[config.mk]
export PLATFORM = sky130hd
export DESIGN_NAME = cdc_hs_rx_ctrl
export DESIGN_NICKNAME = d
export VERILOG_FILES = /design/src/rtl/cdc_pkg.sv /design/src/rtl/cdc_sync_n.sv /design/src/rtl/cdc_hs_rx_ctrl.sv
export SDC_FILE = /design/constraint.sdc
export NUM_CORES = 1
export LEC_CHECK = 0
export CORE_ASPECT_RATIO = 0.9
export CORE_MARGIN = 5
export CORE_UTILIZATION = 35
export DETAILED_ROUTE_END_ITERATION = 6
export PLACE_DENSITY = 0.75
export SLEW_MARGIN = 0
export SYNTH_ARGS = -nofsm -noshare
export SYNTH_HDL_FRONTEND = slang
export SYNTH_SLANG_ARGS = --single-unit
[constraint.sdc]
create_clock -name clock -period 1.7 [get_ports clock]
set_clock_uncertainty 0.1 [all_clocks]
set_input_delay 0.34 -clock clock [delete_from_list [all_inputs] [get_ports clock]]
set_output_delay 0.34 -clock clock [all_outputs]
set_load 0.1 [all_outputs]
[src/rtl/cdc_pkg.sv]
// cdc_pkg: shared state encoding and default constants for the CDC handshake receiver.
package cdc_pkg;
  typedef enum logic [1:0] {IDLE = 2'd0, HOLD = 2'd1, ACK = 2'd2} cdc_state_e;
  localparam int CDC_SYNC_STAGES_DEF = 2;
  localparam int CDC_TIMEOUT_DEF = 1024;
endpackage

[src/rtl/cdc_sync_n.sv]
// cdc_sync_n: SYNC_STAGES-deep flop chain synchronizing one asynchronous level.
module cdc_sync_n #(
  parameter int SYNC_STAGES = 2
) (
  input  logic clock,
  input  logic reset_n,
  input  logic d,
  output logic q
);
  logic [SYNC_STAGES-1:0] chain;
  always_ff @(posedge clock or negedge reset_n) begin
    if (!reset_n) chain <= '0;
    else chain <= {chain[SYNC_STAGES-2:0], d};
  end
  assign q = chain[SYNC_STAGES-1];
endmodule

[src/rtl/cdc_hs_rx_ctrl.sv]
// cdc_hs_rx_ctrl: four-phase req/ack receive controller presenting the captured bundle via valid/ready.
// Optional sticky acknowledge-phase timeout enabled by CDC_HS_RX_TIMEOUT_EN.
module cdc_hs_rx_ctrl
  import cdc_pkg::*;
#(
  parameter int WIDTH = 8,
  parameter int SYNC_STAGES = CDC_SYNC_STAGES_DEF
`ifdef CDC_HS_RX_TIMEOUT_EN
  , parameter int TIMEOUT_CYCLES = CDC_TIMEOUT_DEF
`endif
) (
  input  logic             clock,
  input  logic             reset_n,
  input  logic             req_async,
  input  logic [WIDTH-1:0] data_async,
  output logic             ack,
  output logic [WIDTH-1:0] data_out,
  output logic             data_valid,
`ifdef CDC_HS_RX_TIMEOUT_EN
  output logic             timeout_err,
`endif
  input  logic             data_ready
);
  cdc_state_e state, next_state;
  logic req_s, capture, ack_d, valid_d;

  cdc_sync_n #(.SYNC_STAGES(SYNC_STAGES)) u_req_sync (
    .clock(clock), .reset_n(reset_n), .d(req_async), .q(req_s)
  );

  always_ff @(posedge clock or negedge reset_n) begin
    if (!reset_n) begin
      state      <= IDLE;
      ack        <= 1'b0;
      data_valid <= 1'b0;
      data_out   <= '0;
    end else begin
      state      <= next_state;
      ack        <= ack_d;
      data_valid <= valid_d;
      if (capture) data_out <= data_async;
    end
  end

  always_comb begin
    next_state = (state == IDLE) ? (req_s ? HOLD : IDLE) :
                 (state == HOLD) ? (data_ready ? ACK : HOLD) :
                 (state == ACK)  ? (req_s ? ACK : IDLE) : IDLE;
  end

  // ack and data_valid are registered straight from the next state so the source sees a clean level
  always_comb begin
    capture = (state == IDLE) && req_s;
    ack_d   = (next_state == ACK);
    valid_d = (next_state == HOLD);
  end

`ifdef CDC_HS_RX_TIMEOUT_EN
  localparam int CW = $clog2(TIMEOUT_CYCLES + 1);
  localparam logic [CW-1:0] TMAX = CW'(TIMEOUT_CYCLES);
  logic [CW-1:0] to_cnt;
  always_ff @(posedge clock or negedge reset_n) begin
    if (!reset_n) begin
      to_cnt      <= '0;
      timeout_err <= 1'b0;
    end else if (state != ACK) begin
      to_cnt <= '0;
    end else if (req_s && to_cnt != TMAX) begin
      to_cnt <= to_cnt + 1'b1;
      if (to_cnt == TMAX - 1'b1) timeout_err <= 1'b1;
    end
  end
`endif
endmodule

* Word-level counts from Yosys, hierarchy flattened
Cells that the tools add are included. W data, S select, Z words.
Storage, ports and cells: bits in registers 14, latch bits 0, bits in writable memories 0, ROM bits 0, input bits 12, output and inout port bits 10, logic and storage cells 17, memories kept 0
Cells by class: $add $sub $neg 0, multipliers 0, divide/modulo/power cells 0, order comparisons 0, eq/ne operators 4, shift operators 0, multiplexer cells 6, bitwise logic cells 0, reductions and logical operators 2
Operators by type and width (count):
- $mux W2 | 5
- $eq A2 B1 Y1 const B | 2
- $eq A2 B2 Y1 const B | 2
- $logic_not A2 Y1 | 1
- $logic_and A1 B1 Y1 | 1
- $mux W1 | 1

* Logic depth before layout (Yosys ltp)
Gate-level depths: netlist (run 1).
word-level depth 5, depth in mapped cells 3, gate-level depth less buffers 2

* Hierarchy
A second synthesis (run 1) with hierarchy kept.
Unflattened totals: cells, all modules 31, area total of the unflattened synthesis 516.7 um2
By module, submodules not included:
- cdc_hs_rx_ctrl | instances 1, cells an instance 29, area each 466.7 um2, sequential area each 300.3 um2
- cdc_sync_n | instances 1, cells an instance 2, area each 50.0 um2, sequential area each 50.0 um2

* Least setup slack after synthesis (run 1)
OpenSTA, ideal clock, no wires.
path kind reg-to-reg, from register state[1], to register data_out[0], library setup time 0.125 ns, arrival time 1.183 ns, required time 1.475 ns, path slack 0.292 ns, cell stages (with the launch flop) 4, buffers on the path 1, period minus slack after synthesis 1.408 ns, path through dfrtp_1 > buf_6 > nor3b_4 > mux2_2
Between the ends: word-level cells in the longest chain between the ends 2
Ends and longest elaborated chain:
- start, declared | RTL line cdc_hs_rx_ctrl.sv:24 | cdc_state_e state, next_state;
- start signal, assigned | RTL line cdc_hs_rx_ctrl.sv:38 | state <= next_state;
- $logic_not A2 Y1 | RTL line cdc_hs_rx_ctrl.sv:53 | capture = (state == IDLE) && req_s;
- $logic_and A1 B1 Y1 | RTL line cdc_hs_rx_ctrl.sv:53
- end signal, assigned | RTL line cdc_hs_rx_ctrl.sv:41 | if (capture) data_out <= data_async;
- end, declared | RTL line cdc_hs_rx_ctrl.sv:17 | output logic [WIDTH-1:0] data_out,
No other way between the ends. A chain may end at the register's enable or synchronous reset.

* Worst setup path in the final report (run 1)
from register state[1], to register data_out[5]
Same word-level chain as after synthesis.

==> summary.txt, run 1 <==
Synthesis
  • Complex-gate fraction of the synthesized area: 0.0194
  • Syn Nets: 43
  • Post-synthesis sequential area ratio: 0.678
  • Post-Synth XOR/XNOR Area: 0
  • Synthesized instance count: 31
  • YS warnings: 0
  • Cell variety after synth: 8
  • Mean Syn Cell Area: 16.7 µm²
  • Mux cell area share after synthesis: 0.213
  • Post-Synth Simple-Gate Area: 0.0678
  • FF+latch count, synth: 14
  • Post-synthesis adder-cell area fraction: 0
  • Synthesized area: 517 µm²
  • Largest family of logic cells by synthesized area: multiplexers

Setup path
  • Slowest-stage cell, CP: dfrtp_1
  • Crit-path cells: nor3b_4, mux2_2
  • RR Startpoint: state[1]$_DFF_PN0_
  • WS Path Type: reg2reg
  • Critical R2R Capture: data_out[5]$_DFFE_PN0P_
  • Worst setup EP type: flop
  • R2R cell count: 2
  • CP peak stage delay: 0.46 ns
  • CP required: 1.76 ns
  • WP data arrival: 1.56 ns
  • Worst R2R Setup Slack: 0.20 ns
  • Critical path startpoint category: flop
  • Crit path max fanout: 8

Final layout
  • Design area: 857 µm²
  • Ratio of cells with drive above 1 in the final layout: 0.407
  • NumNets Final: 68
  • Antenna diodes: 0
  • Area grow syn2layout: 65.9%

Place
  • GP Congestion: 0.667
  • Cell Area, Placed: 835 µm²
  • PortBufs: 21

GRT
  • Antenna violations before repair: 0
  • GRT overflow: 0
  • Routing usage on met1: 0.126
  • Met3 Use GR: 0.0583
  • GRT Total Usage: 0.118
  • Largest net degree at the start of global routing: 15
  • First-pass GRT wire length: 1.85 mm
  • Vias in the first global route: 353
  • GRT met2 Usage: 0.181
  • Gr busiest metal: met2

Clock network
  • TritonCTS clock tree: built
  • Resized cells post-CTS: 0
  • Cell chosen for the clock root: clkbuf_4
  • Num CTS Buffers: 3
  • Post-CTS Setup Inserts: 0
  • Later-pin clock latency in the skew report: 0.27 ns
  • CTS max path bufs: 2
  • Clock sink count: 14
  • CTS Hold Bufs: 0
  • Htree depth: 1
  • CTS clk-pin slew, worst paths: 0.08 ns

Detailed routing
  • Vias per cell: 4.68
  • First-pass iteration count of the detailed router: 4
  • Drt drc: 0
  • Via count: 323
  • Antenna-violating nets left: 0
  • DRT Wirelength: 1.09 mm
  • Initial detailed-routing violation count: 3
  • Wire per inst: 15.8 µm

Job
  • Max cap viols: 0

STA
  • Final Cycle Share: 0.883
  • Final Hold Viols: 0
  • Rel. slew slack: 0.585
  • RSZ-0062 raised after global routing: false
  • Fmax: 666 MHz
  • Tightest Pin Transition: 0.621 ns
  • Min Clock Period, post-route: 1.50 ns
  • # setup viols final: 0
  • Final setup TNS: 0 ns
  • Max Slew Vio Count: 0
  • WHS: 0.253 ns

Worst hold path
  • Min-delay src: u_req_sync.chain[0]$_DFF_PN0_
  • Hold Path End: u_req_sync.chain[1]$_DFF_PN0_
  • Hold Path Stages: 0
  • Hold/Removal Path Class: reg2reg

Die
  • Num ports: 22
  • Die W: 50.5 µm
  • Starting Density: 0.365
  • Die area: 2350 µm²
  • Die height: 46.5 µm
  • Core area: 1420 µm²
  • Row count: 13

Status
  • Status: complete, no violations
-- state kept, by name (all words and copies together), names as in the netlist --
signal            cells
data_out              8
state                 2
u_req_sync.chain      2
ack                   1
data_valid            1
-- layer usage --
layer | share of wire | vias to the layer above
met5 | 0 | -
met1 | 0.39 | 154
met2 | 0.49 | 16
li1 | - | 151
met3 | 0.098 | 2
met4 | 0.013 | 0
-- synthesized netlist by cell type --
library cell | instances | area [µm²]
dfrtp_1 | 14 | 350
mux2_2 | 8 | 90.1
nand2b_1 | 2 | 12.5
a21oi_1 | 2 | 10.0
mux2i_1 | 2 | 20.0
nand2_1 | 1 | 3.75
buf_6 | 1 | 11.3
nor3b_4 | 1 | 18.8
-- worst max-delay path, delay by kind of cell, from the launching register on --
kind / cells / cell delay (ns)
AND/OR/NAND/NOR: 1 / 0.44
multiplexers: 1 / 0.39
flip-flops: 1 / 0.46
-- worst max-delay path by stage --
stage	from	end	slack [ns]
floorplan	state[1]$_DFF_PN0_	data_out[0]$_DFFE_PN0P_	0.29
global placement	state[1]$_DFF_PN0_	data_out[4]$_DFFE_PN0P_	0.23
detailed placement	state[1]$_DFF_PN0_	data_out[5]$_DFFE_PN0P_	0.19
CTS	state[1]$_DFF_PN0_	data_out[5]$_DFFE_PN0P_	0.17
global route	state[1]$_DFF_PN0_	data_out[4]$_DFFE_PN0P_	0.13
finish	state[1]$_DFF_PN0_	data_out[5]$_DFFE_PN0P_	0.20
-- layout make-up --
class / count / area (µm²)
fill: 114 / 558
tap: 15 / 18.8
timing repair buffer: 21 / 310
clock buffer: 3 / 22.5
sequential: 14 / 350
multi-input combinational: 16 / 155
-- cells by family after synthesis --
group	count (synthesis)
buffers and inverters	1
AND/OR/NAND/NOR	4
AO/OA/AOI/OAI	2
multiplexers	10
flip-flops	14
-- through the flow --
stage	worst slack (ns)	std cells	util
6_report	0.199	69	0.606
4_1_cts	0.171	69	0.606
3_5_place_dp	0.186	66	0.590
3_3_place_gp	0.226	66	0.590
2_1_floorplan	0.292	31	-
5_1_grt	0.127	69	0.606
-- cell usage in the layout, fill, tap and decap left out, drive strengths merged --
cell,instances
dfrtp,14
a21oi,2
nor3b,1
clkbuf,3
mux2i,2
buf,10
clkdlybuf4s50,11
mux2,8
nand2b,2
nand2,1
Power of run 1 is not shown: default switching activity piles up to over one toggle a cycle in this logic, so the estimate is an artifact.
==> run 2, diff against run 1 <==
--- a/config.mk
+++ b/config.mk
@@ -10,7 +10,6 @@
 export CORE_UTILIZATION = 35
 export DETAILED_ROUTE_END_ITERATION = 6
 export PLACE_DENSITY = 0.75
-export SLEW_MARGIN = 0
 export SYNTH_ARGS = -nofsm -noshare
 export SYNTH_HDL_FRONTEND = slang
 export SYNTH_SLANG_ARGS = --single-unit
==> results of run 2 <==
No change in the layout: final DEF, timing and power equal those of run 1.
Power of run 2 is left out for the same reason.
